==> config.mk <==
export PLATFORM = sky130hd
export DESIGN_NAME = fifo_uart_tx_flat
export DESIGN_NICKNAME = d
export VERILOG_FILES = /design/src/rtl/fifo_uart_tx_if.sv /design/src/rtl/fifo_uart_tx.sv /design/src/flat_wrapper.sv
export SDC_FILE = /design/constraint.sdc
export NUM_CORES = 1
export LEC_CHECK = 0
export BUFFER_PORTS_ARGS = -buffer_cell sky130_fd_sc_hd__buf_2
export CAP_MARGIN = 20
export CORE_ASPECT_RATIO = 0.75
export CORE_UTILIZATION = 25
export DETAILED_ROUTE_END_ITERATION = 10
export PLACE_DENSITY = 0.52
export SLEW_MARGIN = 40
export SYNTH_ARGS = -nofsm -noshare
export SYNTH_HDL_FRONTEND = slang
export SYNTH_SLANG_ARGS = --single-unit
==> constraint.sdc <==
create_clock -name clk -period 2.15 [get_ports clk]
set_input_delay 0.3225 -clock clk [delete_from_list [all_inputs] [get_ports clk]]
set_output_delay 0.3225 -clock clk [all_outputs]
set_load 0.02 [all_outputs]
==> src/rtl/fifo_uart_tx_if.sv <==
// FIFO-side handshake of the UART transmitter: head word, empty flag, enable and pop strobe.
interface fifo_uart_tx_if #(parameter int DBIT = 8);
  logic            tx_en;
  logic            empty;
  logic [DBIT-1:0] r_data;
  logic            rd;

  modport master (output tx_en, empty, r_data, input rd);
  modport slave  (input tx_en, empty, r_data, output rd);
endinterface

==> src/rtl/fifo_uart_tx.sv <==
// UART transmitter that drains a first-word-fall-through FIFO, sending frames back-to-back
// (start, DBIT data bits LSB first, SB_TICK-tick stop) while tx_en is high and words remain.
module fifo_uart_tx #(
  parameter int DBIT    = 8,
  parameter int SB_TICK = 16,
  parameter int DVSR    = 163
) (
  input  logic          clk,
  input  logic          reset,
  fifo_uart_tx_if.slave fifo,
  output logic          tx,
  output logic          tx_busy,
  output logic          tx_done_tick
);

  localparam int DW = (DVSR > 1) ? $clog2(DVSR) : 1;
  localparam int SW = (SB_TICK > 16) ? $clog2(SB_TICK) : 4;
  localparam int NW = (DBIT > 1) ? $clog2(DBIT) : 1;

  typedef enum logic [1:0] {IDLE, START, DATA, STOP} state_t;

  state_t          state_q, state_d;
  logic [DW-1:0]   div_q, div_d;
  logic [SW-1:0]   s_q, s_d;
  logic [NW-1:0]   n_q, n_d;
  logic [DBIT-1:0] b_q, b_d, b_shift;
  logic            tx_q, tx_d;
  logic            tick, pop_ok, rd_c, done_c;

  assign tick    = (div_q == DW'(DVSR - 1));
  // Reset gates the pop so no word is consumed on a reset edge.
  assign pop_ok  = fifo.tx_en & ~fifo.empty & ~reset;
  assign b_shift = b_q >> 1;

  always_ff @(posedge clk) begin
    if (reset) begin
      state_q <= IDLE;
      div_q   <= '0;
      s_q     <= '0;
      n_q     <= '0;
      b_q     <= '0;
      tx_q    <= 1'b1;
    end else begin
      state_q <= state_d;
      div_q   <= div_d;
      s_q     <= s_d;
      n_q     <= n_d;
      b_q     <= b_d;
      tx_q    <= tx_d;
    end
  end

  always_comb begin
    state_d = state_q;
    div_d   = div_q;
    s_d     = s_q;
    n_d     = n_q;
    b_d     = b_q;
    tx_d    = tx_q;
    rd_c    = 1'b0;
    done_c  = 1'b0;
    if (state_q != IDLE) div_d = tick ? '0 : div_q + 1'b1;
    case (state_q)
      IDLE: begin
        tx_d = 1'b1;
        if (pop_ok) begin
          rd_c    = 1'b1;
          b_d     = fifo.r_data;
          state_d = START;
          tx_d    = 1'b0;
          div_d   = '0;
          s_d     = '0;
        end
      end
      START: if (tick) begin
        if (s_q == SW'(15)) begin
          s_d     = '0;
          n_d     = '0;
          state_d = DATA;
          tx_d    = b_q[0];
        end else s_d = s_q + 1'b1;
      end
      DATA: if (tick) begin
        if (s_q == SW'(15)) begin
          s_d = '0;
          b_d = b_shift;
          if (n_q == NW'(DBIT - 1)) begin
            state_d = STOP;
            tx_d    = 1'b1;
          end else begin
            n_d  = n_q + 1'b1;
            tx_d = b_shift[0];
          end
        end else s_d = s_q + 1'b1;
      end
      STOP: if (tick) begin
        if (s_q == SW'(SB_TICK - 1)) begin
          done_c = 1'b1;
          // A waiting word starts its start bit on the very next edge: no idle gap.
          if (pop_ok) begin
            rd_c    = 1'b1;
            b_d     = fifo.r_data;
            state_d = START;
            tx_d    = 1'b0;
            div_d   = '0;
            s_d     = '0;
          end else begin
            state_d = IDLE;
            tx_d    = 1'b1;
          end
        end else s_d = s_q + 1'b1;
      end
      default: state_d = IDLE;
    endcase
  end

  assign fifo.rd      = rd_c;
  assign tx           = tx_q;
  assign tx_busy      = (state_q != IDLE);
  assign tx_done_tick = done_c & ~reset;

endmodule

==> src/flat_wrapper.sv <==
// flat-port wrapper written by rule: the top's interface ports become plain ports
module fifo_uart_tx_flat 
#(
  parameter int DBIT    = 8,
  parameter int SB_TICK = 16,
  parameter int DVSR    = 163
)
  (clk, reset, tx, tx_busy, tx_done_tick, fifo_tx_en, fifo_empty, fifo_r_data, fifo_rd);
  fifo_uart_tx_if #(.DBIT(DBIT)) fifo_i ();
  input  logic clk;
  input  logic reset;
  output logic tx;
  output logic tx_busy;
  output logic tx_done_tick;
  input wire logic [$bits(fifo_i.tx_en)-1:0] fifo_tx_en;
  input wire logic [$bits(fifo_i.empty)-1:0] fifo_empty;
  input wire logic [$bits(fifo_i.r_data)-1:0] fifo_r_data;
  output wire logic [$bits(fifo_i.rd)-1:0] fifo_rd;
  assign fifo_i.tx_en = fifo_tx_en;
  assign fifo_i.empty = fifo_empty;
  assign fifo_i.r_data = fifo_r_data;
  assign fifo_rd = fifo_i.rd;
  fifo_uart_tx #(.DBIT(DBIT), .SB_TICK(SB_TICK), .DVSR(DVSR)) u_core (.clk(clk), .reset(reset), .fifo(fifo_i), .tx(tx), .tx_busy(tx_busy), .tx_done_tick(tx_done_tick));
endmodule
Word level (Yosys, flattened, before mapping)
Cells that the tools add are included.

ROM bits: 0. Bits in registers: 26. Memories kept: 0. Logic and storage cells: 90. Output and inout port bits: 4. Input port bits: 12. Memory bits (writable): 0. Bits in latches: 0.

$add $sub $neg: 3. Bitwise logic cells: 5. Order comparisons: 0. Equal/unequal tests: 16. Mux-type cells: 50. Reduce and logical (&&, ||, !) cells: 10. Div/mod/pow operators: 0. Shifts and indexed selects: 0. $mul: 0.

Operators by type and width (number): $mux W8 (10); $pmux W8 S3 (1); $mux W4 (5); $ne A2 B1 Y1 const B (9); $mux W2 (8); $pmux W8 S2 (1); $mux W1 (15); $mux W3 (5); $pmux W4 S3 (1); $reduce_and A6 Y1 (2); $add A8 B1 Y8 const B (1); $eq A8 B8 Y1 const B (1); $pmux W2 S4 (1); $reduce_and A8 Y1 (1); $pmux W3 S2 (1); $reduce_and A5 Y1 (1); $add A4 B1 Y4 const B (1); $eq A2 B2 Y1 const B (2); $eq A4 B4 Y1 const B (1); $pmux W1 S4 (1); $reduce_bool A2 Y1 (2); $add A3 B1 Y3 const B (1); $and A1 B1 Y1 (3); $eq A3 B3 Y1 const B (1); other kinds (8) (9).

Logic depth before layout (Yosys ltp)
Depth after elaboration: 7. Gate-level depth with buffers: 8. Depth with buffers taken out: 6.

Least setup slack after synthesis
No wires, ideal clock.

Path kind: register -> register. Start point: register u_core.state_q[0]. End point: register u_core.div_q[3]. Cell stages (with the launch flop): 7. Required time: 2.014 ns. Clock period less this slack: 1.939 ns. Buffers on the path: 0. Path slack: 0.211 ns. Setup time: 0.136 ns. Arrival: 1.804 ns. Cell sequence: dfxtp_1 inv_1 ha_1 nor4b_2 a211oi_1 o31ai_1 nor2_1.

Word-level cells in the longest chain between the ends: 6. Elaborated cells between the ends (all ways): 8. Those cells by class: eq/ne (1); mux (5); reduce/logical (2).

Ends and longest elaborated chain: start: declaration (RTL line fifo_uart_tx.sv:22) `state_t state_q, state_d;`; start signal: assignment (RTL line fifo_uart_tx.sv:44) `state_q <= state_d;`; $reduce_bool A2 Y1 (RTL line fifo_uart_tx.sv:62) `if (state_q != IDLE) div_d = tick ? '0 : div_q + 1'b1;`; $mux W8 (RTL line fifo_uart_tx.sv:62); $mux W8 (RTL line fifo_uart_tx.sv:66, fifo_uart_tx.sv:100); $mux W8 (RTL line fifo_uart_tx.sv:97) `if (s_q == SW'(SB_TICK - 1)) begin`; $mux W8 (RTL line fifo_uart_tx.sv:96) `STOP: if (tick) begin`; $pmux W8 S2 (*) (RTL line fifo_uart_tx.sv:63) `case (state_q)`; end signal: assignment (RTL line fifo_uart_tx.sv:45) `div_q <= div_d;`; end: declaration (RTL line fifo_uart_tx.sv:23) `logic [DW-1:0] div_q, div_d;`.

Mark *: on every way between the ends. The rest lies on a longest branch, timed or not. A chain may end at the register's enable or synchronous reset.

Final worst setup path
Start point: register u_core.div_q[0]. End point: output port fifo_rd.

Word-level cells in the longest chain between the ends: 3.

Ends and longest elaborated chain: $eq A8 B8 Y1 (RTL line fifo_uart_tx.sv:30) `assign tick = (div_q == DW'(DVSR - 1));`; $mux W1 (RTL line fifo_uart_tx.sv:96); $pmux W1 S2 (RTL line fifo_uart_tx.sv:63); end: declaration (RTL line flat_wrapper.sv:18) `output wire logic [$bits(fifo_i.rd)-1:0] fifo_rd;`.

No other way between the ends.

==> run metrics <==
Finished Cell Area 1840 µm²; drt drc 0; number of cells produced by synthesis 182; average wire per standard cell 13.5 µm; DRT Wirelength 3.75 mm; Leak 0.000625 µW; final setup margin 0.125 ns; Final #Nets 223; share of the synthesized area in the top cell type 0.326; # diodes 0; initial antenna violation count 0; GRT Total Usage 0.120; startpoint types flip-flop; max cap viols 0; largest fanout on the critical path 2; Final Hold Fails 0; syn_nets 203; met3 usage 0.0297; Worst Clk Skew 0.00667 ns; layout cells sized above 1 0.235; Final Max Slew Viols 0; final weighted congestion in routability-driven placement 0.877; Max IR drop VDD 322 µV; Root Buffer clkbuf_8; WS Path Type flip-flop to primary output; setup bufs post-CTS 0; CTS Buf Count 3; Worst slew margin 0.687; met1 global-route usage 0.190; Post-Synthesis Cell Area 1600 µm²; Final period util 0.942; Starting Density 0.267; Area contributors post-synth dfxtp_1 (33%), ha_1 (7.0%), mux2i_1 (5.0%); Ys Warns 0; Max Fclk 494 MHz; Die Wd 94.3 µm; count leader, synth dfxtp_1; port bufs 15; worst skew pair latency 0.27 ns; Post-Synth XOR/XNOR Area 0.0274; Worst EP arrival 1.70 ns; Area after DPL 1780 µm²; Top FF cell, synth dfxtp_1; hold_buf cts 0; mux cell area share after synthesis 0.0501; pin count of the biggest net entering global routing 19; area fraction in compound gates after synthesis 0.229; Post-Route Setup TNS 0 ns; Worst-path clk slew 0.09 ns; Vias 1,384; Synth-to-Final Area Change 15.4%; status completed; vias per cell 4.98; CTS max path bufs 2; worst slew pin tran 0.458 ns; CTS HTree Levels 1; largest family of logic cells by synthesized area simple AND/OR/NAND/NOR gates; worst hold path class primary input to flip-flop; DRT Pass-1 Iters 4; min Tclk post-route 2.03 ns; Req. time, crit path 1.83 ns; critical path capture point type primary output; TritonCTS clock tree done; GRT overflow 0; first-pass GRT wire length 6.42 mm; Final Setup Violations 0; Synth Register Bits 26; Post-synth EDFFs 0; Avg Cell Area, Syn 8.78 µm²; GR peak layer met1; die span in y 71.2 µm; Post-synth top cells dfxtp_1 (26), a21oi_1 (15), nand2_1 (14); CTS Sinks 26; post-route antenna net violation count 0; register area share after synthesis 0.326; count of cell types in the netlist 53; hpwl dp 2.76 mm; post-synthesis cell type with the largest combined area dfxtp_1; RSZ-0062 raised after global routing false; pre-CTS setup slack 0.129 ns; # IOs 16; post-synthesis adder-cell area fraction 0.0705; DIE AREA 6720 µm²; DRT iter0 DRCs 93; # rows 24; vias in the first global route 1,300; Synth Area in Simple Gates 0.236; asr flop ratio synth 0; met2 GRT Util 0.159; CORE AREA 5980 µm²; PwrDens 820 nW/µm²
[repair_timing]
action,in CTS,in global routing
pin swaps,0,1
resized for setup,3,4
setup endpoints to repair,2,9
[cells by family after synthesis]
| group | count (synthesis) |
|---|---|
| xor+xnor | 5 |
| buf+inv | 18 |
| flops | 26 |
| compound gates | 52 |
| mux | 8 |
| fa+ha+maj | 9 |
| simple gates | 64 |
[area by class of cell]
type | count | area [µm²]
inverters | 8 | 30.0
well taps | 78 | 97.6
flip-flops and latches | 26 | 522
fillers | 641 | 4130
multi-input cells | 138 | 1000
repair buffers | 25 | 150
clock buffers | 3 | 41.3
[per-stage QoR]
step           instances  utilization  power [µW]  hold slack (ns)
2_1_floorplan        182            -        1010            0.436
3_3_place_gp         275        0.298        1220            0.445
3_5_place_dp         275        0.298        1210            0.452
4_1_cts              278        0.307        1510            0.294
5_1_grt              278        0.309        1620            0.310
6_report             278        0.309        1510            0.293
[worst paths after layout]
kind / start / to / slack (ns) / cells past startpoint
max reg2reg: u_core.state_q[0] / u_core.n_q[0] / 0.19 / 6
min: fifo_r_data[7] / u_core.b_q[7] / 0.29 / 3
max: u_core.div_q[0] / fifo_rd / 0.12 / 7
min reg2reg: u_core.n_q[2] / u_core.n_q[2] / 0.46 / 2
[report_power, final]
group / switching, µW / internal, µW / total, µW
registers: 32.0 / 530 / 562
logic: 408 / 261 / 669
clock network: 156 / 126 / 282
total: 596 / 917 / 1510
[cell usage in the layout (no fill, tap or decap), types with 4 or more instances in the layout]
| master | count |
|---|---|
| a211oi_1 | 5 |
| a21oi_1 | 14 |
| buf_2 | 15 |
| buf_4 | 10 |
| dfxtp_1 | 25 |
| ha_1 | 7 |
| inv_1 | 8 |
| mux2i_1 | 8 |
| nand2_1 | 14 |
| nand3_1 | 5 |
| nor2_1 | 12 |
| nor3_1 | 4 |
| o21ai_0 | 9 |
| or3_1 | 4 |
| or3_2 | 4 |
[registers in the layout (all words and copies together) (netlist names)]
name,flops
u_core.b_q,8
u_core.div_q,8
u_core.s_q,4
u_core.n_q,3
u_core.state_q,2
u_core.tx,1
[critical path: stages (launching register included)]
cell and delay (ns):
dfxtp_1 0.37, inv_1 0.06, ha_1 0.18, nor3b_4 0.15, and2_1 0.17, and3_1 0.19
o21a_1 0.17, buf_2 0.15
[per-layer routing]
layer / vias up / share of wire
met5: - / 0
met4: 0 / 0.0045
met3: 2 / 0.050
met2: 36 / 0.41
met1: 634 / 0.54
li1: 712 / -
Note: power is estimated with default switching activity, not from simulation.
